==> config.mk <==
export PLATFORM = sky130hd
export DESIGN_NAME = rv32m_divider
export DESIGN_NICKNAME = d
export VERILOG_FILES = /design/src/rtl/rv32m_divider.sv
export SDC_FILE = /design/constraint.sdc
export NUM_CORES = 1
export LEC_CHECK = 0
export ABC_CLOCK_PERIOD_IN_PS = 5600
export CORE_MARGIN = 2
export CORE_UTILIZATION = 40
export DETAILED_ROUTE_END_ITERATION = 10
export PLACE_DENSITY_LB_ADDON = 0.05
export SYNTH_ARGS = -nofsm -noshare
export SYNTH_HDL_FRONTEND = slang
export SYNTH_SLANG_ARGS = --single-unit
==> constraint.sdc <==
create_clock -name CLK -period 5.6 [get_ports CLK]
set_input_delay 0.84 -clock CLK [delete_from_list [all_inputs] [get_ports CLK]]
set_output_delay 0.84 -clock CLK [all_outputs]
set_load 0.05 [all_outputs]
==> src/rtl/rv32m_divider.sv <==
// rtl/rv32m_divider.sv - multi-cycle radix-2 restoring divider for RV32M DIV/DIVU/REM/REMU
module rv32m_divider #(
  parameter  int WIDTH = 32,
  localparam int CNT_W = $clog2(WIDTH) + 1
) (
  input  logic             CLK,
  input  logic             nRST,
  input  logic             div_start,
  input  logic [1:0]       div_op,
  input  logic [WIDTH-1:0] dividend,
  input  logic [WIDTH-1:0] divisor,
  input  logic             consume,
  input  logic             flush,
  output logic [WIDTH-1:0] div_result,
  output logic             div_ready,
  output logic             div_busy
);

  typedef enum logic [1:0] {IDLE, BUSY, DONE} state_t;

  state_t           state, state_nxt;
  logic [WIDTH-1:0] q_q, rem_q, dvs_q, result_q;
  logic [CNT_W-1:0] cnt_q;
  logic             sel_rem_q, quot_neg_q, rem_neg_q;

  // Operand conditioning at start; div_op[0]==0 selects the signed flavours.
  logic             signed_op, dividend_neg, divisor_neg;
  logic             div_by_zero, overflow, special;
  logic [WIDTH-1:0] dvd_mag, dvs_mag, special_result;

  always_comb begin
    signed_op    = ~div_op[0];
    dividend_neg = signed_op & dividend[WIDTH-1];
    divisor_neg  = signed_op & divisor[WIDTH-1];
    dvd_mag      = dividend_neg ? -dividend : dividend;
    dvs_mag      = divisor_neg ? -divisor : divisor;
    div_by_zero  = (divisor == '0);
    overflow     = signed_op && (dividend == {1'b1, {(WIDTH-1){1'b0}}}) && (divisor == '1);
    special      = div_by_zero | overflow;
    if (div_by_zero)
      special_result = div_op[1] ? dividend : '1;
    else
      special_result = div_op[1] ? '0 : dividend;
  end

  // One restoring step; the shifted remainder needs WIDTH+1 bits before the compare.
  logic [WIDTH:0]   rem_sh;
  logic             rem_ge;
  logic [WIDTH-1:0] rem_nxt, q_nxt, q_fix, rem_fix, final_result;

  always_comb begin
    rem_sh       = {rem_q, q_q[WIDTH-1]};
    rem_ge       = (rem_sh >= {1'b0, dvs_q});
    rem_nxt      = rem_ge ? (rem_sh[WIDTH-1:0] - dvs_q) : rem_sh[WIDTH-1:0];
    q_nxt        = {q_q[WIDTH-2:0], rem_ge};
    q_fix        = quot_neg_q ? -q_nxt : q_nxt;
    rem_fix      = rem_neg_q ? -rem_nxt : rem_nxt;
    final_result = sel_rem_q ? rem_fix : q_fix;
  end

  always_ff @(posedge CLK or negedge nRST) begin
    if (!nRST) state <= IDLE;
    else       state <= state_nxt;
  end

  always_comb begin
    state_nxt = state;
    if (flush) begin
      state_nxt = IDLE;
    end else begin
      case (state)
        IDLE:    if (div_start) state_nxt = special ? DONE : BUSY;
        BUSY:    if (cnt_q == CNT_W'(1)) state_nxt = DONE;
        DONE:    if (consume) state_nxt = IDLE;
        default: state_nxt = IDLE;
      endcase
    end
  end

  always_comb begin
    div_ready  = (state == DONE);
    div_busy   = (state == BUSY);
    div_result = result_q;
  end

  // A flush freezes the datapath; result_q keeps whatever last completed.
  always_ff @(posedge CLK or negedge nRST) begin
    if (!nRST) begin
      q_q        <= '0;
      rem_q      <= '0;
      dvs_q      <= '0;
      result_q   <= '0;
      cnt_q      <= '0;
      sel_rem_q  <= 1'b0;
      quot_neg_q <= 1'b0;
      rem_neg_q  <= 1'b0;
    end else if (!flush) begin
      case (state)
        IDLE: begin
          if (div_start) begin
            sel_rem_q  <= div_op[1];
            quot_neg_q <= dividend_neg ^ divisor_neg;
            rem_neg_q  <= dividend_neg;
            q_q        <= dvd_mag;
            dvs_q      <= dvs_mag;
            rem_q      <= '0;
            cnt_q      <= CNT_W'(WIDTH);
            if (special) result_q <= special_result;
          end
        end
        BUSY: begin
          q_q   <= q_nxt;
          rem_q <= rem_nxt;
          cnt_q <= cnt_q - 1'b1;
          if (cnt_q == CNT_W'(1)) result_q <= final_result;
        end
        default: ;
      endcase
    end
  end

endmodule
# == Yosys cells after proc, flatten, opt, wreduce, memory -nomap -nowiden ==
# Index checks and enable logic that the tools add are counted.
# Widths: inputs -> output; s select.
# totals
in_bits,71
out_inout_bits,34
regBits,139
elab_cells,67
# op_classes
n_addsub,6
magnitude_cmp,1
bitwise_logic,6
n_reduce_logical,9
eq_ne,11
n_mux,25
# op_table
cell,n
$mux 32,14
$pmux 32 s2,3
$neg 32->32,4
$eq 32x32->1 const B,2
$ge 33x32->1,1
$logic_not 32->1,1
$sub 32x32->32,1
$pmux 6 s2,1
$mux 2,5
$reduce_and 3->1,3
$eq 6x1->1 const B,1
$mux 6,1
$ne 3x3->1 const B,2
$pmux 2 s3,1
$sub 6x1->6 const B,1
$reduce_and 5->1,1
$ne 2x2->1 const B,2
$ne 3x2->1 const B,1
$and 1x1->1,2
$eq 2x1->1 const B,1
$eq 2x2->1 const B,1
$logic_and 1x1->1,2
$logic_not 2->1,1
$ne 2x1->1 const B,1
4 further kinds,5

# == Depth between registers and ports, before layout ==
# depth
depth_word,8
depth_mapped,24
ltp_nobuf,20

# == Worst setup path after synthesis ==
# No wires, ideal clock.
# synth_timing
path_type,register to register
from,reg rem_q[5]
to,reg result_q[28] (netlist: div_result[28])
n_path_buf,4
t_required_ns,5.533
period_less_slack_ns,5.092
path_slack_ns,0.508
setup_time_ns,0.067
arrival_time_ns,5.025
path_stages_with_launch,22
path_cell_list,dfrtp_1 -> ha_1 -> clkbuf_1 -> a21o_1 -> a31oi_1 -> o221a_2 -> a31oi_1 -> o31a_1 -> inv_1 -> clkbuf_1 -> clkbuf_1 -> buf_1 -> ha_1 -> nand2_1 -> or2_2 -> nand2b_1 -> or4_1 -> o31ai_1 -> xor2_1 -> a221oi_2 -> o311ai_1 -> nand2_1
# synth_between
elab_chain_len,7
elab_cells_between_ends,10
classes_between,add/sub: 3; order compare: 1; mux: 6
# synth_lines
element,line_no,text
"start, declared",22,"logic [WIDTH-1:0] q_q, rem_q, dvs_q, result_q;"
"start signal, assigned",113,rem_q <= rem_nxt;
$sub 32x32->32 or $ge 33x32->1 (tied branches),"54, 53",
$mux 32,54,rem_nxt = rem_ge ? (rem_sh[WIDTH-1:0] - dvs_q) : rem_sh[WIDTH-1:0];
$neg 32->32,57,rem_fix = rem_neg_q ? -rem_nxt : rem_nxt;
$mux 32,57,
$mux 32 *,58,final_result = sel_rem_q ? rem_fix : q_fix;
$mux 32 *,115,if (cnt_q == CNT_W'(1)) result_q <= final_result;
$pmux 32 s2 *,98,case (state)
"end signal, assigned",108,if (special) result_q <= special_result;
"end signal, assigned",115,
"end, declared",22,
# Mark *: on every way between the ends. The rest lies on a longest branch, timed or not. The select of a mux whose other input is x is not followed.
# A chain may end at the register's enable or synchronous reset.

# == Worst setup path after layout ==
# layout_timing
from,reg rem_q[1]
to,reg result_q[28] (netlist: div_result[28])
# Same word-level chain as after synthesis.

==> results.ini <==
[worst_setup_path]
worstSetupPathType=flip-flop to flip-flop
required_ns=5.97
cp.arrival_ns=5.41
setup.worst_path.end_class=flip-flop
rr_startpoint=rem_q[1]
critical-path-slowest-cell=o21ai_0
slowest_delay_ns=0.55
cp-start-kind=flip-flop
crit_start=rem_q[1]
crit_fanout=7
cp_cell_sequence=ha_1, o211ai_1, a21oi_1, o21ai_0, a31oi_1, o31a_2, inv_1, ha_1, nand2_1, or2_2, nand2b_1, or4_1, o31ai_1, xor2_1, a221oi_2, o311ai_1, nand2_1

[floorplanning]
start_util_pct=40.3
die_h_um=173
core_area_mm2=0.0285
die_w_um=173
die_area_mm2=0.0301
ios=105
rows=62

[final_layout]
drive_above_1_share_pct=6.30
final_util_pct=47.3
layout.cells.non_filler=1940
diodes=0
syn_to_final_growth_pct=17.3
nNetsFinal=1655

[timing]
period_share_pct=90.1
fin_skew_ns=0.0156
rsz0062_at_grt=false
maxSlewViolCount=0
layout_min_cycle_time_ns=5.04
setup_viol=0
fmax_ghz=0.198
slew_headroom_pct=32.4
fin_setup_tns_ns=0
final_hold_viol_count=0
tightest_slew_ns=1.01

[synth]
yosysTopAreaCell=dfrtp_1
ys_ff_latch=139
synth_area_mm2=0.0115
async_flop_share_pct=100
synth.top_cell.area_share_pct=30.3
synth_nets=1588
netlist_instances=1477
ys_seq_area_share_pct=30.3
synth_area_leaders=dfrtp_1 (30%), o21ai_0 (8.9%), nand2_1 (6.1%)
ys.warnings.count=0
syn_area_per_cell_um2=7.77
synth.distinct_cells=76
synth_edf_count=0
ys.flop_type=dfrtp_1

[global_routing]
overflow=0
antenna_found_initial=0
grt_pass1_vias=10687
grt_max_degree=84
track_usage_pct=27.2
grt_pass1_wl_mm=63.8

[run_status]
status=completed

[clocking]
ctsHoldBuffers=0
cts_tree=done
htree_levels=4
cts_buffer_depth=2
clockRootBuffer=clkbuf_16
clkLatencyLatePin_ns=0.44
cts.clk_slew.worst_paths_ns=0.07
cts_sinks=139
ctsResizeCount=0
post_cts_buffers=0
numCtsBuffers=17

[drt]
antenna_left=0
wire_per_inst_um=21.0
num_vias=11366
drt_wl_total_mm=40.8
drt_iter0_drc=967
via_per_inst=5.86
drc=0
drt_pass1_iterations=5

[power]
p_leak_nw=5.48
ir_drop_mv=0.254
power_density_mw_per_mm2=418

[placement]
gp_congestion=0.883
io_buffers=104
hpwl_mm=31.2
place_inst=1909

[hold_path]
hp-class=input port to async pin

[run]
maxCapViolations=0

## power by group
group	switching (mW)	total, mW	internal (mW)
registers	0.324	1.64	1.31
logic	1.82	2.81	0.994
clock network	0.518	1.18	0.666
## worst max-delay path, delay by kind of cell (launching register included)
family | cells | cell delay (ns)
AO/OA/AOI/OAI | 8 | 2.20
AND/OR/NAND/NOR | 5 | 1.30
adder cells (fa/ha/maj) | 2 | 0.68
flip-flops | 1 | 0.45
buffers and inverters | 1 | 0.24
XOR/XNOR | 1 | 0.12
## layout by cell type, fill, tap and decap left out, types with 13 or more instances in the layout
master,instances
a21o_1,13
a21oi_1,112
a22oi_1,23
a31oi_1,21
buf_4,27
clkbuf_16,17
clkdlybuf4s50_1,103
dfrtp_1,139
ha_1,39
inv_1,59
mux2i_1,21
nand2_1,185
nand3_1,18
nand4_1,17
nor2_1,94
nor3_1,38
nor4_1,16
o21ai_0,203
o31ai_1,34
or3_1,26
xnor2_1,60
xor2_1,71
## per-stage QoR
stage	setup slack [ns]	area [um2]	total power, mW	hold WS [ns]
floorplan	0.508	11500	3.47	0.450
global placement	0.416	12900	4.40	0.461
detailed placement	0.361	12900	4.42	0.471
CTS	0.660	13500	5.62	0.288
global route	0.345	13500	6.01	0.302
finish	0.556	13500	5.63	0.273
## worst paths after layout
kind	end	slack, ns	cells past startpoint
setup / recovery	div_result[28]	0.56	17
hold / removal	rem_q[18]	0.27	1
setup reg to reg	div_result[28]	0.56	17
hold reg to reg	dvs_q[21]	0.48	2
max in group asynchronous	rem_q[29]	4.07	2
min in group CLK	dvs_q[21]	0.48	2
## sequential cells by signal, summed over array words and instances, names as in the netlist
signal and flops:
div_result 32, dvs_q 32, q_q 32, rem_q 32
cnt_q 6, state 2, quot_neg_q 1, rem_neg_q 1
sel_rem_q 1
## logic make-up after synthesis
family          share of synthesized area (%)
buf+inv                                  4.99
compound gates                           27.7
mux                                      2.42
simple gates                             20.2
fa+ha+maj                                4.43
flops                                    30.3
xor+xnor                                 10.0
## per-layer routing
| metal | wire [um] | GRT usage (%) | vias to the layer above |
|---|---|---|---|
| met4 | 804 | 7.34 | 0 |
| li1 | - | - | 5514 |
| met5 | 0 | 0 | - |
| met1 | 19700 | 40.0 | 5430 |
| met3 | 2550 | 5.00 | 47 |
| met2 | 17700 | 40.9 | 375 |
## cells in the mapped netlist (9+ instances only)
| cell | number |
|---|---|
| o21ai_0 | 204 |
| nand2_1 | 185 |
| dfrtp_1 | 139 |
| a21oi_1 | 112 |
| nor2_1 | 95 |
| xor2_1 | 71 |
| clkbuf_1 | 70 |
| xnor2_1 | 60 |
| inv_1 | 59 |
| ha_1 | 39 |
| nor3_1 | 38 |
| o31ai_1 | 34 |
| or3_1 | 26 |
| a22oi_1 | 23 |
| a31oi_1 | 21 |
| mux2i_1 | 21 |
| nand3_1 | 18 |
| nand4_1 | 17 |
| nor4_1 | 16 |
| a21o_1 | 13 |
| nand2b_1 | 12 |
| or2_2 | 12 |
| a211oi_1 | 11 |
| o41ai_1 | 11 |
| or4_1 | 11 |
| and3_1 | 10 |
| o221ai_1 | 10 |
| a22o_1 | 9 |
| o21a_1 | 9 |
## area by class of cell
type	count	area (um2)
fillers	2881	15000
multi-input cells	1195	7450
flip-flops and latches	139	3480
repair buffers	131	1240
well taps	384	480
clock buffers	17	425
inverters	60	225
clock inverters	14	163
No activity file was read; power rests on OpenSTA's default activity.
